**src/rtl/seven_seg_pkg.sv**
```systemverilog
// Shared constants and types for the seven-segment display path:
// active-low segment patterns, monitor FSM states and anode classification.
package seven_seg_pkg;

   localparam int NUM_DIGITS  = 4;
   localparam int DIGIT_IDX_W = $clog2(NUM_DIGITS);

   // Active-low segment patterns, bit order g..a.
   localparam logic [6:0] SEG_0 = 7'b1000000;
   localparam logic [6:0] SEG_1 = 7'b1111001;
   localparam logic [6:0] SEG_2 = 7'b0100100;
   localparam logic [6:0] SEG_3 = 7'b0110000;
   localparam logic [6:0] SEG_4 = 7'b0011001;
   localparam logic [6:0] SEG_5 = 7'b0010010;
   localparam logic [6:0] SEG_6 = 7'b0000010;
   localparam logic [6:0] SEG_7 = 7'b1111000;
   localparam logic [6:0] SEG_8 = 7'b0000000;
   localparam logic [6:0] SEG_9 = 7'b0010000;
   localparam logic [6:0] SEG_A = 7'b0001000;
   localparam logic [6:0] SEG_B = 7'b0000011;
   localparam logic [6:0] SEG_C = 7'b1000110;
   localparam logic [6:0] SEG_D = 7'b0100001;
   localparam logic [6:0] SEG_E = 7'b0000110;
   localparam logic [6:0] SEG_F = 7'b0001110;

   typedef enum logic [1:0] {
      ST_WAIT,
      ST_CAPTURE,
      ST_HOLD
   } mon_state_e;

   typedef enum logic [1:0] {
      ANODE_BLANK,
      ANODE_SINGLE,
      ANODE_MULTI
   } anode_kind_e;

   typedef struct packed {
      anode_kind_e            kind;
      logic [DIGIT_IDX_W-1:0] idx;
   } anode_info_t;

   function automatic anode_info_t classify_anode(input logic [NUM_DIGITS-1:0] anode);
      anode_info_t info;
      info.kind = ANODE_MULTI;
      info.idx  = DIGIT_IDX_W'(0);
      case (anode)
         4'b1111: info.kind = ANODE_BLANK;
         4'b1110: begin info.kind = ANODE_SINGLE; info.idx = DIGIT_IDX_W'(0); end
         4'b1101: begin info.kind = ANODE_SINGLE; info.idx = DIGIT_IDX_W'(1); end
         4'b1011: begin info.kind = ANODE_SINGLE; info.idx = DIGIT_IDX_W'(2); end
         4'b0111: begin info.kind = ANODE_SINGLE; info.idx = DIGIT_IDX_W'(3); end
         default: info.kind = ANODE_MULTI;
      endcase
      return info;
   endfunction

endpackage

```
**src/rtl/seg_pattern_decode.sv**
```systemverilog
// Maps an active-low seven-segment pattern back to its hex nibble;
// legal is low for any pattern outside the sixteen glyphs.
module seg_pattern_decode
   import seven_seg_pkg::*;
(
   input  logic [6:0] seg,
   output logic [3:0] nibble,
   output logic       legal
);

   // NOTE: every output gets a default before the case so no path can infer a latch.
   always_comb begin
      nibble = 4'h0;
      legal  = 1'b1;
      case (seg)
         SEG_0:   nibble = 4'h0;
         SEG_1:   nibble = 4'h1;
         SEG_2:   nibble = 4'h2;
         SEG_3:   nibble = 4'h3;
         SEG_4:   nibble = 4'h4;
         SEG_5:   nibble = 4'h5;
         SEG_6:   nibble = 4'h6;
         SEG_7:   nibble = 4'h7;
         SEG_8:   nibble = 4'h8;
         SEG_9:   nibble = 4'h9;
         SEG_A:   nibble = 4'hA;
         SEG_B:   nibble = 4'hB;
         SEG_C:   nibble = 4'hC;
         SEG_D:   nibble = 4'hD;
         SEG_E:   nibble = 4'hE;
         SEG_F:   nibble = 4'hF;
         default: legal  = 1'b0;
      endcase
   end

endmodule

```
**src/rtl/seven_seg_monitor.sv**
```systemverilog
// Watches a multiplexed anode/segment bus, captures each settled dwell once,
// rebuilds the four displayed digits and flags bus errors and scan stalls.
module seven_seg_monitor
   import seven_seg_pkg::*;
#(
   parameter int SETTLE_CYCLES = 4,
   parameter int STALL_CYCLES  = 1_000_000
) (
   input  logic        clock,
   input  logic        reset,
   input  logic [3:0]  anode,
   input  logic [6:0]  seg,
   input  logic        clear_err,
   output logic [15:0] digits,
   output logic [3:0]  digit_valid,
   output logic        frame_done,
   output logic        err_multi,
   output logic        err_pattern,
   output logic        stalled
);

   localparam int SETTLE_W = $clog2(SETTLE_CYCLES + 1);
   localparam int STALL_W  = $clog2(STALL_CYCLES + 1);
   localparam logic [SETTLE_W-1:0] SETTLE_MAX = SETTLE_W'(SETTLE_CYCLES);
   localparam logic [STALL_W-1:0]  STALL_MAX  = STALL_W'(STALL_CYCLES);

   logic [10:0]                sync1_q, sync2_q;
   mon_state_e                 state_q, state_d;
   logic [SETTLE_W-1:0]        settle_cnt_q, settle_cnt_d;
   logic [STALL_W-1:0]         stall_cnt_q, stall_cnt_d;
   logic [NUM_DIGITS-1:0][3:0] digits_q, digits_d;
   logic [NUM_DIGITS-1:0]      valid_q, valid_d;
   logic [NUM_DIGITS-1:0]      seen_q, seen_d;
   logic                       frame_done_q, frame_done_d;
   logic                       err_multi_q, err_multi_d;
   logic                       err_pattern_q, err_pattern_d;
   logic                       stalled_q, stalled_d;

   logic        pair_changed, anode_changed;
   logic [3:0]  dec_nibble;
   logic        dec_legal;
   anode_info_t anode_info;

   seg_pattern_decode u_decode (
      .seg    (sync2_q[6:0]),
      .nibble (dec_nibble),
      .legal  (dec_legal)
   );

   // Change is seen one stage early (incoming vs. synchronised value) so the
   // settle count starts on the same edge the new value lands in sync2_q.
   assign pair_changed  = (sync1_q != sync2_q);
   assign anode_changed = (sync1_q[10:7] != sync2_q[10:7]);
   assign anode_info    = classify_anode(sync2_q[10:7]);

   always_comb begin
      settle_cnt_d  = pair_changed ? '0 :
                      (settle_cnt_q == SETTLE_MAX) ? settle_cnt_q : settle_cnt_q + 1'b1;
      stall_cnt_d   = anode_changed ? '0 :
                      (stall_cnt_q == STALL_MAX) ? stall_cnt_q : stall_cnt_q + 1'b1;
      stalled_d     = (stall_cnt_d == STALL_MAX);
      state_d       = state_q;
      digits_d      = digits_q;
      valid_d       = valid_q;
      seen_d        = seen_q;
      frame_done_d  = 1'b0;
      // A fresh error in the same cycle as clear_err re-sets the flag below.
      err_multi_d   = err_multi_q & ~clear_err;
      err_pattern_d = err_pattern_q & ~clear_err;

      case (state_q)
         ST_WAIT: begin
            if (settle_cnt_d == SETTLE_MAX) state_d = ST_CAPTURE;
         end
         ST_CAPTURE: begin
            state_d = pair_changed ? ST_WAIT : ST_HOLD;
            case (anode_info.kind)
               ANODE_SINGLE: begin
                  seen_d[anode_info.idx] = 1'b1;
                  if (dec_legal) begin
                     digits_d[anode_info.idx] = dec_nibble;
                     valid_d[anode_info.idx]  = 1'b1;
                  end else begin
                     valid_d[anode_info.idx]  = 1'b0;
                     err_pattern_d            = 1'b1;
                  end
               end
               ANODE_MULTI: err_multi_d = 1'b1;
               default: ;
            endcase
         end
         ST_HOLD: begin
            if (pair_changed) state_d = ST_WAIT;
         end
         default: state_d = ST_WAIT;
      endcase

      if (seen_d == '1) begin
         frame_done_d = 1'b1;
         seen_d       = '0;
      end
   end

   // NOTE: sequential state uses non-blocking assignments so every flop samples pre-edge values.
   always_ff @(posedge clock or negedge reset) begin
      if (!reset) begin
         sync1_q       <= '1;
         sync2_q       <= '1;
         state_q       <= ST_WAIT;
         settle_cnt_q  <= '0;
         stall_cnt_q   <= '0;
         digits_q      <= '0;
         valid_q       <= '0;
         seen_q        <= '0;
         frame_done_q  <= 1'b0;
         err_multi_q   <= 1'b0;
         err_pattern_q <= 1'b0;
         stalled_q     <= 1'b0;
      end else begin
         sync1_q       <= {anode, seg};
         sync2_q       <= sync1_q;
         state_q       <= state_d;
         settle_cnt_q  <= settle_cnt_d;
         stall_cnt_q   <= stall_cnt_d;
         digits_q      <= digits_d;
         valid_q       <= valid_d;
         seen_q        <= seen_d;
         frame_done_q  <= frame_done_d;
         err_multi_q   <= err_multi_d;
         err_pattern_q <= err_pattern_d;
         stalled_q     <= stalled_d;
      end
   end

   assign digits      = digits_q;
   assign digit_valid = valid_q;
   assign frame_done  = frame_done_q;
   assign err_multi   = err_multi_q;
   assign err_pattern = err_pattern_q;
   assign stalled     = stalled_q;

endmodule
```
**config.mk**
```make
export PLATFORM = sky130hd
export DESIGN_NAME = seven_seg_monitor
export DESIGN_NICKNAME = d
export VERILOG_FILES = /design/src/rtl/seven_seg_pkg.sv /design/src/rtl/seg_pattern_decode.sv /design/src/rtl/seven_seg_monitor.sv
export SDC_FILE = /design/constraint.sdc
export NUM_CORES = 1
export LEC_CHECK = 0
export BUFFER_PORTS_ARGS = -buffer_cell sky130_fd_sc_hd__buf_2
export CORE_AREA = 2 2 80 82
export CTS_BUF_LIST = sky130_fd_sc_hd__clkbuf_8
export DETAILED_ROUTE_END_ITERATION = 10
export DIE_AREA = 0 0 82 84
export PLACE_DENSITY = 0.89
export SLEW_MARGIN = 20
export SYNTH_ARGS = -nofsm -noshare
export SYNTH_HDL_FRONTEND = slang
export SYNTH_SLANG_ARGS = --single-unit
```
**constraint.sdc**
```tcl
create_clock -name clock -period 3.6 [get_ports clock]
set_clock_uncertainty 0.15 [all_clocks]
set_input_delay 0.54 -clock clock [delete_from_list [all_inputs] [get_ports clock]]
set_output_delay 0.54 -clock clock [all_outputs]
set_load 0.02 [all_outputs]
```
# [After elaboration in Yosys (flattened, before gate mapping)]
# Index checks and enable logic that the tools add are counted.
# W data, S select, Z words.
[word_totals] in_bits=14 out_inout_bits=24 word_cells=94 register_bits=75
[classes] reduce_logical=8 mux=27 bitwise=7 n_addsub=2 eq_ne=33 magnitude_cmp=2
[ops] cell="$pmux W4 S15" count=1
[ops] cell="$eq A20 B20 Y1 const B" count=2
[ops] cell="$mux W20" count=2
[ops] cell="$eq A7 B7 Y1 const B" count=4
[ops] cell="$eq A7 B5 Y1 const B" count=3
[ops] cell="$eq A7 B6 Y1 const B" count=3
[ops] cell="$add A20 B1 Y20 const B" count=1
[ops] cell="$eq A4 B4 Y1 const B" count=5
[ops] cell="$mux W4" count=5
[ops] cell="$bwmux W16" count=1
[ops] cell="$reduce_or A16 Y1" count=1
[ops] cell="$eq A7 B2 Y1 const B" count=2
[ops] cell="$eq A7 B4 Y1 const B" count=2
[ops] cell="$pmux W2 S3" count=2
[ops] cell="$ne A11 B11 Y1" count=1
[ops] cell="$demux W4 S2" count=1
[ops] cell="$mux W1" count=8
[ops] cell="$or A4 B4 Y4" count=2
[ops] cell="$eq A7 B3 Y1 const B" count=1
[ops] cell="$logic_not A7 Y1" count=1
[ops] cell="$eq A3 B3 Y1 const B" count=2
[ops] cell="$mux W2" count=3
[ops] cell="$mux W3" count=2
[ops] cell="$and A4 B4 Y4" count=1
[ops] cell="18 further kinds" count=23

# [Depth between registers and ports, before layout]
[logic_depth] word_depth=11 mapped_depth=9 ltp_nobuf=8

# [Modules after synthesis]
# From an unflattened synthesis, not the netlist that was laid out.
[hier_totals] hier_cells=350 area_unflattened_um2=3667.3
[modules_own_cells] module="seven_seg_monitor" area_per_inst_um2=3274.4 cells_each=287 seq_area_each_um2=1904.3 n_inst=1
[modules_own_cells] module="seg_pattern_decode" area_per_inst_um2=392.9 cells_each=63 seq_area_each_um2=0.0 n_inst=1

# [Worst setup path before layout]
# No wires, ideal clock.
[synth_timing] path_type="register to register" start="register stall_cnt_q[0]" end="register stalled_q, in the netlist stalled" setup_ns=0.111 path_stages_with_launch=8 arrival_time_ns=2.303 setup_slack_ns=1.036 required_ns=3.339 period_less_slack_ns=2.564 n_path_buf=1 cell_sequence="dfrtp_1 nand4_4 or4_1 buf_2 or4_4 a22oi_1 o2111ai_1 a2111oi_2"
[synth_via] elab_chain_cells=4 word_cells_on_any_way=5 classes_between="1 x add/sub; 2 x eq/ne; 2 x mux"
[synth_rtl] element="start, declared" line_no="seven_seg_monitor.sv:30" rtl="logic [STALL_W-1:0] stall_cnt_q, stall_cnt_d;"
[synth_rtl] element="start signal, assigned" line_no="seven_seg_monitor.sv:124" rtl="stall_cnt_q <= stall_cnt_d;"
[synth_rtl] element="$add A20 B1 Y20 / $eq A20 B20 Y1 (equally long branches)" line_no="seven_seg_monitor.sv:60" rtl="(stall_cnt_q == STALL_MAX) ? stall_cnt_q : stall_cnt_q + 1'b1;"
[synth_rtl] element="$mux W20 (*)" line_no="seven_seg_monitor.sv:60"
[synth_rtl] element="$mux W20 (*)" line_no="seven_seg_monitor.sv:59" rtl="stall_cnt_d = anode_changed ? '0 :"
[synth_rtl] element="$eq A20 B20 Y1 (*)" line_no="seven_seg_monitor.sv:61" rtl="stalled_d = (stall_cnt_d == STALL_MAX);"
[synth_rtl] element="via stalled_d" line_no="seven_seg_monitor.sv:37" rtl="logic stalled_q, stalled_d;"
[synth_rtl] element="end signal, assigned" line_no="seven_seg_monitor.sv:131" rtl="stalled_q <= stalled_d;"
[synth_rtl] element="end, declared" line_no="seven_seg_monitor.sv:37"
# The timed path passes the listed nets; every way through them passes the cells marked *.
# A chain may end at the register's enable or synchronous reset.

# [Final worst setup path]
# Ends and elaborated chain as after synthesis.

==> summary.txt <==
Drt
  • Detailed Routing Iterations Pass 1: 4
  • Routed WL per cell: ~15 um
  • Via density: about 5.8
  • DRC viols: 0
  • Via count: 2678
  • Drt total wl: between 6000 and 7000 um
  • Drt first-iter violations: 189
  • Post-DRT Antenna Nets: 0

Run
  • Max-cap viol count: 0

STA
  • Min Tclk post-route: ~2.8 ns
  • Rel. slew slack: 0.473
  • RSZ-0062 raised after global routing: no
  • Actual slew at the worst max-slew pin: between 0.7 and 0.8 ns
  • Final worst-path cycle share: 0.779
  • Setup tns final: 0 ns
  • Setup violators final: 0
  • Max-slew violations: 0
  • Fin Hold WS: approximately 0.12 ns
  • Final setup margin: 0.796 ns
  • Final hold violation count: 0
  • Fmax: between 0.3 and 0.4 GHz

Critical path
  • Critical-path maximum fanout: 6
  • Startpoint class of the critical path: flop
  • Reg2reg start: stall_cnt_q[0]
  • Setup crit end kind: flop
  • WP data arrival: 2.90 ns
  • Critical Path RT: approximately 3.7 ns
  • Worst Setup SP: stall_cnt_q[0]
  • Crit path kind: flop to flop

Yosys
  • Cell accounting for the most synthesized area: dfrtp_1
  • Mapped Area: roughly 3500 sq um
  • Synth Flop Type: dfrtp_1
  • Post-synth EDFFs: 0
  • Post-synthesis cell type count: 52
  • Post-Syn Instances: ~340
  • Register bit total from synthesis: 75
  • Async SR Flop Fraction: 1.00
  • Synthesized Nets: around 360
  • Largest cells by area after synthesis: dfrtp_1 38%, dfstp_2 16%, xnor2_1 5.7%
  • Register area share after synthesis: 0.540
  • YS warnings: 0
  • Top cell type's share of synthesized area: 0.376
  • Syn avg cell area: approximately 10 sq um

Pwr
  • Internal: approximately 1.2 mW
  • Psw: about 0.38 mW
  • Leak pwr: about 1.7 nW
  • Clk pwr share: 0.409
  • PD cells: a little over 400 nW/um^2
  • VDD IR-drop max: around 0.24 mV
  • Overall power: around 1.6 mW
  • Combinational share of power: 0.044
  • Seq pwr share: 0.547
  • Sw frac: 0.237

Clock network
  • Sink Count: 75
  • TritonCTS clock tree: done
  • Post-CTS Resized: 0
  • Skew-Pair Late Insertion Delay: 0.35 ns
  • Post-CTS setup buffer count: 0
  • Clock-pin slew on the worst setup and hold paths: ~0.090 ns
  • CTS H-tree lvls: 3
  • CTS Hold Bufs: 0
  • CTS Buffer Depth: 2
  • CTS root buffer: clkbuf_8
  • TritonCTS Buffers: 9

Final layout
  • # diodes: 0
  • Nets: slightly below 400
  • Area growth syn-to-layout: 13.2%
  • Fin util: 0.654
  • Final Non-Filler Cells: 460
  • Most frequent cells in the layout: 53 x dfrtp_1, 37 x buf_2, 34 x nor2_1
  • Fraction of layout instances using a drive strength above 1: 0.261
  • Post-route cell area: around 4000 sq um
  • Most common cell after layout, fill and taps aside: dfrtp_1

GRT
  • Vias in the first global route: around 2600
  • Pin count of the biggest net entering global routing: 38
  • First-pass GRT wire length: 11900 um
  • Antenna violations before repair: 0
  • GRT Total Usage: 0.225
  • Overflow after GRT: 0

Floorplanning
  • FP Rows: 29
  • Initial cell density of the core: 0.578
  • Top Ports: 38
  • Core area: approximately 6100 sq um
  • Die Wd: ~82 um
  • Die ar.: between 6000 and 7000 sq um
  • Die Ht: 84 um

Place
  • DP Worst Slack: just over 0.8 ns
  • DP Cell Count: between 400 and 500
  • Port Buffers: 37
  • RePlAce Congestion: between 0.8 and 0.9
  • Dpl cell area: approximately 3800 sq um
  • HPWL Detailed: 4820 um

Min path
  • HP Class: input port to async pin

Run status
  • Outcome: complete, no violations
## kinds of logic (layout without fill, tap and decap cells)
logic type | after synthesis | after routing | synth area share
DFF | 75 | 75 | 0.540
and+or+nand+nor | 134 | 134 | 0.205
buffers and inverters | 29 | 71 | 0.0312
xor gates and xnor gates | 28 | 28 | 0.0696
muxes | 11 | 11 | 0.0348
adders and majority gates | 4 | 4 | 0.0142
AOI/OAI and AO/OA | 60 | 60 | 0.104
## state kept, by name (all words and copies together), names as in the netlist, 2 cells and up, named ones only
| name | count |
|---|---|
| stall_cnt_q | 20 |
| sync1_q | 11 |
| sync2_q | 11 |
| digits | 16 |
| state_q | 2 |
| seen_q | 4 |
| settle_cnt_q | 3 |
## power groups by stage
stage	Sequential (mW)	Clock [mW]	Combinational, mW
floorplan	0.888	0	0.0518
detailed placement	0.905	0	0.0721
finish	0.890	0.666	0.0713
global route	0.892	0.721	0.0817
CTS	0.889	0.677	0.0727
global placement	0.903	0	0.0698
## layer usage
metal  vias to the layer above  global-route usage  part of all wire
li1                       1258                   -                 -
met1                      1308               0.297              0.43
met5                         -                   0                 0
met2                        95               0.359              0.50
met3                        17              0.0400             0.056
met4                         0              0.0970             0.023
## final cells by class
type	instances	area (sq um)
Fill cell	458	2110
Multi-Input combinational cell	237	1510
Tap cell	77	96.3
Sequential cell	75	1900
Timing Repair Buffer	41	215
Clock inverter	6	72.6
Inverter	14	52.6
Clock buffer	10	138
## synth_stat cells (all sizes together), types with 5 or more instances
master	count
a21o	5
a21oi	18
nand3	10
or3	7
nand2b	8
xor2	5
nor3	15
clkbuf	12
mux2	10
nor2	34
dfrtp	53
nand4	8
inv	14
xnor2	23
nand2	24
o21ai	18
dfstp	22
## worst max-delay path: stages, from the launching register on
cell and delay [ns]:
dfrtp_1 0.47, ha_1 0.27, nand3_1 0.22, or4_1 0.53
or3_1 0.38, a22oi_1 0.21, o2111ai_1 0.18, a2111oi_2 0.30
## worst paths after layout
path                       slack [ns]  cells after the start    endpoint
max                              0.80                      7     stalled
min                              0.12                      1  digits[11]
max reg2reg                      0.80                      7     stalled
min reg2reg                      0.22                      0  sync2_q[3]
max in group asynchronous        2.35                      2  sync1_q[2]
min in group clock               0.13                      1  sync1_q[8]
No activity file was read; power rests on OpenSTA's default activity.
